**src/rtl/xevious_rom_loader.sv**
```systemverilog
// xevious_rom_loader
// Bridges the hps_io ROM download port to the xevious core download bus.
// Bytes inside the ROM window are forwarded with one cycle of latency and
// counted. The core is held in reset while a download is in progress and for
// HOLD_CYCLES clocks afterwards, and the loader reports whether the last image
// was complete.
//
// Optional feature macro: XEVS_LOADER_CHECKSUM_EN
//   When defined, a 16-bit wrapping sum of the accepted bytes is also compared
//   against EXPECT_SUM when a download ends.
//
// state | meaning
// IDLE  | no download seen since reset, core held in reset
// LOAD  | download active, bytes forwarded and counted, core held in reset
// HOLD  | download finished, core held in reset while hold_cnt runs down
// RUN   | core released, core_reset follows ext_reset
module xevious_rom_loader #(
  parameter logic [16:0] ROM_BYTES   = 17'h1_2000,
  parameter int          HOLD_CYCLES = 1024,
  parameter logic [15:0] EXPECT_SUM  = 16'h0000
) (
  input  logic        clk_sys,
  input  logic        reset_n,
  input  logic        ioctl_download,
  input  logic        ioctl_wr,
  input  logic [24:0] ioctl_addr,
  input  logic [7:0]  ioctl_dout,
  input  logic        ext_reset,
  output logic [16:0] dn_addr,
  output logic [7:0]  dn_data,
  output logic        dn_wr,
  output logic        core_reset,
  output logic        loaded,
  output logic        load_err
);

  localparam logic [1:0] ST_IDLE = 2'd0;
  localparam logic [1:0] ST_LOAD = 2'd1;
  localparam logic [1:0] ST_HOLD = 2'd2;
  localparam logic [1:0] ST_RUN  = 2'd3;

  // hold_cnt only ever holds HOLD_CYCLES-1 down to 0
  localparam int            HW        = (HOLD_CYCLES > 1) ? $clog2(HOLD_CYCLES) : 1;
  localparam logic [HW-1:0] HOLD_LOAD = HW'(HOLD_CYCLES - 1);

  localparam logic [17:0] ROM_COUNT = {1'b0, ROM_BYTES};
  localparam logic [24:0] ROM_LIMIT = {8'h00, ROM_BYTES};

  logic [1:0]    state;
  logic [1:0]    state_nxt;
  logic          dl_q;
  logic [17:0]   byte_cnt;
  logic [17:0]   byte_cnt_nxt;
  logic          ovf;
  logic          ovf_nxt;
  logic [HW-1:0] hold_cnt;

  logic dl_rise;
  logic dl_fall;
  logic in_load;
  logic addr_ok;
  logic wr_accept;
  logic wr_drop;
  logic hold_done;
  logic enter_load;
  logic enter_hold;
  logic bad_image;

`ifdef XEVS_LOADER_CHECKSUM_EN
  logic [15:0] sum;
  logic [15:0] sum_nxt;
`else
  logic unused_expect_sum;
  assign unused_expect_sum = ^EXPECT_SUM;
`endif

  // Edge detect, byte acceptance and the end-of-load verdict
  always_comb begin
    dl_rise   = ioctl_download & ~dl_q;
    dl_fall   = ~ioctl_download & dl_q;
    in_load   = (state == ST_LOAD);
    addr_ok   = (ioctl_addr < ROM_LIMIT);
    wr_accept = in_load & ioctl_wr & addr_ok;
    wr_drop   = in_load & ioctl_wr & ~addr_ok;
    hold_done = (hold_cnt == '0) & ~ext_reset;

    // A byte arriving in the same cycle as the falling edge still counts,
    // so the verdict is taken from the next-values, not the registers.
    byte_cnt_nxt = byte_cnt;
    if (wr_accept && (byte_cnt != '1)) begin
      byte_cnt_nxt = byte_cnt + 18'd1;
    end
    ovf_nxt = ovf | wr_drop;

`ifdef XEVS_LOADER_CHECKSUM_EN
    sum_nxt = sum;
    if (wr_accept) begin
      sum_nxt = sum + {8'h00, ioctl_dout};
    end
    bad_image = ovf_nxt | (byte_cnt_nxt != ROM_COUNT) | (sum_nxt != EXPECT_SUM);
`else
    bad_image = ovf_nxt | (byte_cnt_nxt != ROM_COUNT);
`endif
  end

  // Next-state selection
  always_comb begin
    state_nxt = state;
    case (state)
      ST_IDLE: begin
        if (dl_rise) state_nxt = ST_LOAD;
      end
      ST_LOAD: begin
        if (dl_fall) state_nxt = ST_HOLD;
      end
      ST_HOLD: begin
        if (dl_rise)        state_nxt = ST_LOAD;
        else if (hold_done) state_nxt = ST_RUN;
      end
      ST_RUN: begin
        if (dl_rise) state_nxt = ST_LOAD;
      end
      default: state_nxt = ST_IDLE;
    endcase
    enter_load = (state != ST_LOAD) && (state_nxt == ST_LOAD);
    enter_hold = (state == ST_LOAD) && (state_nxt == ST_HOLD);
  end

  // Registered copy of ioctl_download used for edge detection
  always_ff @(posedge clk_sys) begin
    if (!reset_n) dl_q <= 1'b0;
    else          dl_q <= ioctl_download;
  end

  // State register
  always_ff @(posedge clk_sys) begin
    if (!reset_n) state <= ST_IDLE;
    else          state <= state_nxt;
  end

  // Per-download byte count and overflow flag, cleared on LOAD entry
  always_ff @(posedge clk_sys) begin
    if (!reset_n) begin
      byte_cnt <= '0;
      ovf      <= 1'b0;
    end else if (enter_load) begin
      byte_cnt <= '0;
      ovf      <= 1'b0;
    end else if (in_load) begin
      byte_cnt <= byte_cnt_nxt;
      ovf      <= ovf_nxt;
    end
  end

`ifdef XEVS_LOADER_CHECKSUM_EN
  // Running byte sum of the image, cleared on LOAD entry
  always_ff @(posedge clk_sys) begin
    if (!reset_n)        sum <= '0;
    else if (enter_load) sum <= '0;
    else if (in_load)    sum <= sum_nxt;
  end
`endif

  // Post-download hold timer; ext_reset restarts the full hold period
  always_ff @(posedge clk_sys) begin
    if (!reset_n) begin
      hold_cnt <= '0;
    end else if (enter_hold) begin
      hold_cnt <= HOLD_LOAD;
    end else if (state == ST_HOLD) begin
      if (ext_reset)              hold_cnt <= HOLD_LOAD;
      else if (hold_cnt != '0)    hold_cnt <= hold_cnt - 1'b1;
    end
  end

  // Forward accepted bytes to the core download bus, one cycle later
  always_ff @(posedge clk_sys) begin
    if (!reset_n) begin
      dn_addr <= '0;
      dn_data <= '0;
      dn_wr   <= 1'b0;
    end else begin
      dn_wr <= wr_accept;
      if (wr_accept) begin
        dn_addr <= ioctl_addr[16:0];
        dn_data <= ioctl_dout;
      end
    end
  end

  // Core reset: held everywhere except RUN, where it tracks ext_reset
  always_ff @(posedge clk_sys) begin
    if (!reset_n) core_reset <= 1'b1;
    else          core_reset <= (state_nxt == ST_RUN) ? ext_reset : 1'b1;
  end

  // Image status, updated only when a download completes
  always_ff @(posedge clk_sys) begin
    if (!reset_n) begin
      loaded   <= 1'b0;
      load_err <= 1'b0;
    end else if (enter_hold) begin
      loaded   <= ~bad_image;
      load_err <= bad_image;
    end
  end

endmodule

```
**config.mk**
```make
export PLATFORM = sky130hd
export DESIGN_NAME = xevious_rom_loader
export DESIGN_NICKNAME = d
export VERILOG_FILES = /design/src/rtl/xevious_rom_loader.sv
export SDC_FILE = /design/constraint.sdc
export NUM_CORES = 1
export LEC_CHECK = 0
export ABC_AREA = 1
export CORE_MARGIN = 5
export CORE_UTILIZATION = 45
export DETAILED_ROUTE_END_ITERATION = 6
export PLACE_DENSITY = 0.72
export SYNTH_ARGS = -nofsm -noshare
export SYNTH_HDL_FRONTEND = slang
export SYNTH_SLANG_ARGS = --single-unit
```
**constraint.sdc**
```tcl
create_clock -name clk_sys -period 2.64 [get_ports clk_sys]
set_input_delay 0.528 -clock clk_sys [delete_from_list [all_inputs] [get_ports clk_sys]]
set_output_delay 0.528 -clock clk_sys [all_outputs]
set_load 0.05 [all_outputs]
```
# Yosys cells after proc, flatten, opt, wreduce, memory -nomap -nowiden
# Cells that the tools add are included.
# totals
register_bits	61
latch_bits	0
ramBits	0
romBits	0
in_bits	38
output_inout_bits	29
memories	0
# op_classes
addsub	2
mul	0
div	0
magnitude_cmp	1
eq_ne	9
n_shift	0
muxes	10
bitwise	14
reduce_logical	12
# ops
op	n
10-bit 2-to-1 mux	4
25-bit by 17-bit less-than comparator with 1-bit output (second input constant)	1
18-bit by 1-bit adder with 18-bit output (second input constant)	1
18-bit 2-to-1 mux	1
18-bit by 17-bit != test with 1-bit output (second input constant)	1
18-bit != test (second input constant)	1
10-bit logical NOT	1
10-bit nonzero test	1
10-bit by 1-bit subtractor with 10-bit output (second input constant)	1
2-bit == test (second input constant)	4
2-bit 2-to-1 mux	4
1-bit AND	6
1-bit inverter	6
2-bit one-hot mux with 3 select lines	1
2-bit by 1-bit == test with 1-bit output (second input constant)	2
2-bit AND reduction	2
2-bit OR reduction	2
1-bit logical AND	3
3-bit nonzero test	1
2-bit logical NOT	1
2-bit by 1-bit != test with 1-bit output (second input constant)	1
1-bit OR	2
2-bit nonzero test	1

# Logic depth before layout (Yosys ltp)
# Gate-level depths: netlist of the first run.
# depth
depth_word	9
mapped_depth	16

# Worst setup path after synthesis of the first run
# No wires, ideal clock.
# synth_timing
kind	input -> register
from	input ioctl_addr[21]
to	register load_err
arrival_ns	1.810
required_time_ns	2.509
setup_slack_ns	0.700
cell_stages	15
n_path_buf	1
path_cell_list	nor2_1 nand2_1 nor2_2 nand3_2 inv_2 nand2_8 buf_8 nand2_1 nand2_1 nor2_1 nand2_1 nor2_1 nand3_2 nand2_2 a21oi_2
# synth_via
elab_chain_len	6
elab_cells_between_ends	9
# synth_lines
element	line_no	rtl
from (decl)	26	input logic [24:0] ioctl_addr,
25-bit by 17-bit less-than comparator with 1-bit output (*)	82	addr_ok = (ioctl_addr < ROM_LIMIT);
1-bit AND	83	wr_accept = in_load & ioctl_wr & addr_ok;
1-bit logical AND	90	if (wr_accept && (byte_cnt != '1)) begin
18-bit 2-to-1 mux	90	
18-bit by 17-bit != test with 1-bit output	102	bad_image = ovf_nxt | (byte_cnt_nxt != ROM_COUNT);
1-bit OR (*)	102	
to (signal assigned)	204	load_err <= bad_image;
to (decl)	34	output logic load_err
# Mark *: on every way between the ends. The rest lies on a longest branch, timed or not.
# A chain may end at the register's enable or synchronous reset.

# Worst setup path after layout of the first run
# layout_timing
from	register byte_cnt[0]
to	register load_err
# layout_via
elab_chain_len	5
elab_cells_between_ends	6
# layout_lines
element	line_no	rtl
from (decl)	52	logic [17:0] byte_cnt;
from (signal assigned)	150	byte_cnt <= byte_cnt_nxt;
parallel branches: the longest is 2 deep, another holds 18-bit by 1-bit adder with 18-bit output	--	
18-bit 2-to-1 mux (*)	90	
18-bit by 17-bit != test with 1-bit output (*)	102	
1-bit OR (*)	102	
# Mark *: on every way between the ends.

==> flow_results.org, run 1 <==
** Setup path
- Slowest cell on the critical path :: sky130_fd_sc_hd__dfxtp_1
- In this design, the largest share of critical-path delay is due to simple AND/OR/NAND/NOR gates.
- In this run the worst setup path begins at byte_cnt[0]$_SDFFE_PP0N_.
- Maximum fanout count along the critical path :: 10
- The setup check on the worst reg-to-reg path leaves a slack of 0.32 ns.
- Worst reg2reg path startpoint :: byte_cnt[0]$_SDFFE_PP0N_
- Worst Setup EP :: load_err$_SDFFE_PN0P_
- Data arrival time at the worst-slack endpoint :: roughly 2.5 ns
- For this run, the slowest stage of the critical path takes 0.48 ns.
- Critical Path, Cell by Cell :: ha_1 -> inv_1 -> nor2_4 -> nand2_4 -> nor2_8 -> nand2_4 -> nand3_1 -> nand2_1 -> nor2_1 -> nand2_1 -> nor2_1 -> nand3_2 -> nand2_2 -> a21oi_2
- Reg-to-reg critical path endpoint :: load_err$_SDFFE_PN0P_
- Counting both buffers and inverters, the worst setup path holds a total of 1.
- The worst setup path is of the flop to flop kind.
- Required time at the worst-slack endpoint :: 2.85 ns
- The worst register-to-register path has a depth of 14.
- STA classifies the critical path startpoint as a flop.
- Count of cell instances traversed by the critical path :: 14
- Type of destination of the critical path :: flop

** Die
- Total number of placement rows :: 30
- For this configuration, the core starts out at a cell density of 0.461.
- In this run the standard cell core region covers around 0.0068 mm².
- Total die area :: a little under 0.009 mm²
- Vertical die dimension :: roughly 93 µm
- Die Width :: between 90 and 100 µm
- between 60 and 70 I/O pins were placed.

** Layout
- Share of layout cells above drive strength 1 :: 0.0778
- In the layout the commonest cells are sky130_fd_sc_hd__nand2_1 (159), sky130_fd_sc_hd__clkdlybuf4s50_1 (66), sky130_fd_sc_hd__dfxtp_1 (61).
- Layout-stage area growth over the synthesis result :: 30.9%
- Most frequent standard cell in the layout excluding fill and tap cells :: sky130_fd_sc_hd__nand2_1
- Inserted Diodes :: 0
- The net count of the finished layout is about 580.

** Yosys
- Synthesis produced a netlist with a net count of about 500.
- In this run the cell area of the synthesized design comes to between 0.003 and 0.004 mm².
- Count of unique library cells instantiated by Yosys :: 35
- The synthesized design contains 0 enable-type register cells.
- Averaged over all synthesized cells, the footprint is 6.78 µm².
- Register bit total from synthesis :: just over 60
- For this run, the register share of the synthesized area comes to 0.390.
- Predominant post-synthesis flop cell :: sky130_fd_sc_hd__dfxtp_1
- Post-synthesis async set-or-reset flop share :: 0
- Yosys warnings :: 0
- Instance count of the mapped netlist :: ~460

** Clock tree
- Sinks on Clock Net :: 61
- TritonCTS clock tree :: done
- Clock Root Buffer :: sky130_fd_sc_hd__clkbuf_8
- CTS built an H-tree with a depth of 3.
- Clock transition time at the flip-flop clock pins of the worst setup and hold paths :: about 0.080 ns
- Clock buffers created by TritonCTS :: 9
- Clock buffer depth :: 2
- Post-CTS Setup Inserts :: 0
- In this run, post-CTS repair resized a total of 0 instances.
- Buffers inserted to repair hold after CTS numbered 0.
- Worst-Skew Late Latency :: roughly 0.33 ns

** Routing
- Using the TritonRoute via totals, the vias-per-cell ratio works out to 4.93.
- For this run, design rule violations remaining after detail routing come to 0.
- The final layout contains routed wiring with a total length of 8.02 mm.
- Drt pass-1 iters :: 7
- 1st-iter DRT viols :: 136
- Per-cell routed wire length :: 12.6 µm
- For this block, the via count after detailed routing is 3136.
- The detail route stage leaves a number of antenna-violating nets equal to 0.

** STA
- For the pin with the worst max-slew slack, the measured transition is between 0.5 and 0.6 ns.
- The worst pin sits at a relative slew slack of 0.643.
- Minimum clock period :: 2.32 ns
- Final number of hold-violating endpoints :: 0
- Upper clock frequency limit :: about 0.43 GHz
- Setup violations remaining at the end of the flow were counted as 0.
- Number of slew-limit violations in the final report :: 0
- RSZ-0062 raised after global routing :: false
- Period utilisation layout :: 0.877
- Setup total negative slack on the finished layout was measured at 0 ns.
- For the final database, setup skew stands at 0.0128 ns.

** Global routing
- Pin count of the biggest net entering global routing :: 31
- The initial antenna violation count was 0.
- All-layer global routing usage :: 0.189
- Global-route wire length before repair :: ~13 mm
- The via count of the first global-routing pass is 2995.
- Gr ovfl total :: 0

** Pwr
- Overall power consumption after layout is estimated at roughly 2500 µW.
- Leak pwr :: approximately 0.0017 µW
- Peak supply drop :: between 0.2 and 0.3 mV
- Total power divided by cell area :: between 600 and 700 mW/mm²

** Min path
- Cell depth of the worst hold path :: 2
- The path class of the tightest hold or removal check is flop to flop.

** Job
- Across the run, the number of max-cap violations was 0.

** Placement
- During placement, the flow inserted port buffers numbering 66.
- Routability-driven placement finished with a final weighted congestion of between 0.8 and 0.9.
- The HPWL after detailed placement is 5.90 mm.

** Run status
- The run finished with clean final reports.
-- final cells by class --
class | count | area, µm²
repair buffers | 74 | 721
clock inverters | 7 | 73.8
clock buffers | 9 | 124
inverters | 37 | 139
multi-input cells | 352 | 1700
well taps | 96 | 120
flip-flops and latches | 61 | 1220
fillers | 630 | 2690
-- power breakdown --
group          switching (µW)  internal [µW]  total [µW]
Combinational             354            245         599
Clock                     395            439         834
Sequential               47.9            985        1030
-- per-layer routing --
metal,up-vias,global-route usage,part of all wire
met5,-,0,0
met4,0,0.0720,0.018
met3,17,0.0483,0.062
met2,84,0.317,0.49
met1,1408,0.232,0.43
li1,1627,-,-
-- tightest hold or removal path: cells and delay by family (launching register included) --
kind / cells / cell delay (ns)
AO/OA/AOI/OAI: 1 / 0.05
flip-flops: 1 / 0.31
AND/OR/NAND/NOR: 1 / 0.06
-- logic make-up after synthesis --
family | synth area share
compound gates | 0.119
xor+xnor | 0.0363
fa+ha+maj | 0.0240
buf+inv | 0.0671
flops | 0.390
simple gates | 0.364
-- worst min path at each step --
stage | from | endpoint | slack (ns)
CTS | dn_data[3]$_SDFFE_PN0P_ | dn_data[3]$_SDFFE_PN0P_ | 0.47
detailed placement | dn_data[3]$_SDFFE_PN0P_ | dn_data[3]$_SDFFE_PN0P_ | 0.45
global route | dn_data[3]$_SDFFE_PN0P_ | dn_data[3]$_SDFFE_PN0P_ | 0.48
finish | dn_data[2]$_SDFFE_PN0P_ | dn_data[2]$_SDFFE_PN0P_ | 0.47
floorplan | ovf$_SDFFE_PP0N_ | ovf$_SDFFE_PP0N_ | 0.44
global placement | dn_data[3]$_SDFFE_PN0P_ | dn_data[3]$_SDFFE_PN0P_ | 0.45
-- cell usage after synthesis (2+ instances only) --
cell type | n | share of area
sky130_fd_sc_hd__inv_1 | 34 | 0.041
sky130_fd_sc_hd__o31ai_1 | 2 | 0.0048
sky130_fd_sc_hd__nor3_1 | 4 | 0.0064
sky130_fd_sc_hd__xnor2_1 | 6 | 0.017
sky130_fd_sc_hd__nand3_1 | 24 | 0.038
sky130_fd_sc_hd__o21ai_0 | 14 | 0.022
sky130_fd_sc_hd__inv_2 | 3 | 0.0036
sky130_fd_sc_hd__nand3_2 | 2 | 0.0064
sky130_fd_sc_hd__xor2_1 | 7 | 0.020
sky130_fd_sc_hd__a31oi_1 | 2 | 0.0040
sky130_fd_sc_hd__o21ai_1 | 2 | 0.0032
sky130_fd_sc_hd__nor2_1 | 49 | 0.059
sky130_fd_sc_hd__nand4_1 | 7 | 0.014
sky130_fd_sc_hd__a21oi_2 | 2 | 0.0056
sky130_fd_sc_hd__buf_2 | 3 | 0.0048
sky130_fd_sc_hd__nand2_1 | 159 | 0.19
sky130_fd_sc_hd__nor2_4 | 2 | 0.0072
sky130_fd_sc_hd__nand3b_1 | 2 | 0.0048
sky130_fd_sc_hd__a21oi_1 | 48 | 0.077
sky130_fd_sc_hd__nand2_4 | 2 | 0.0072
sky130_fd_sc_hd__dfxtp_1 | 61 | 0.39
sky130_fd_sc_hd__ha_1 | 6 | 0.024
sky130_fd_sc_hd__clkbuf_1 | 6 | 0.0072
sky130_fd_sc_hd__nor2_2 | 2 | 0.0040
sky130_fd_sc_hd__nand2_2 | 3 | 0.0060
-- flip-flops by register name, indices dropped and copies added, names as in the netlist --
register and flops:
byte_cnt 18, core_reset 1, dl_q 1, dn_addr 17, dn_data 8, dn_wr 1, hold_cnt 10, load_err 1
loaded 1, ovf 1, state 2
-- stage by stage --
stage | hold slack [ns] | cell area, µm² | setup slack, ns | util | instances
finish | 0.466 | 4100 | 0.325 | 0.604 | 636
global route | 0.483 | 4100 | 0.165 | 0.604 | 636
CTS | 0.467 | 4100 | 0.346 | 0.604 | 636
detailed placement | 0.454 | 3900 | 0.183 | 0.575 | 620
global placement | 0.451 | 3900 | 0.213 | 0.575 | 620
floorplan | 0.439 | 3130 | 0.700 | - | 462
(Power assumes the default switching activity.)
==> run 2: changes to the inputs <==
ABC_CLOCK_PERIOD_IN_PS = 2640   (was default)
==> results of run 2 <==
Same layout as run 1: the final DEF is identical, and so are final timing and power.
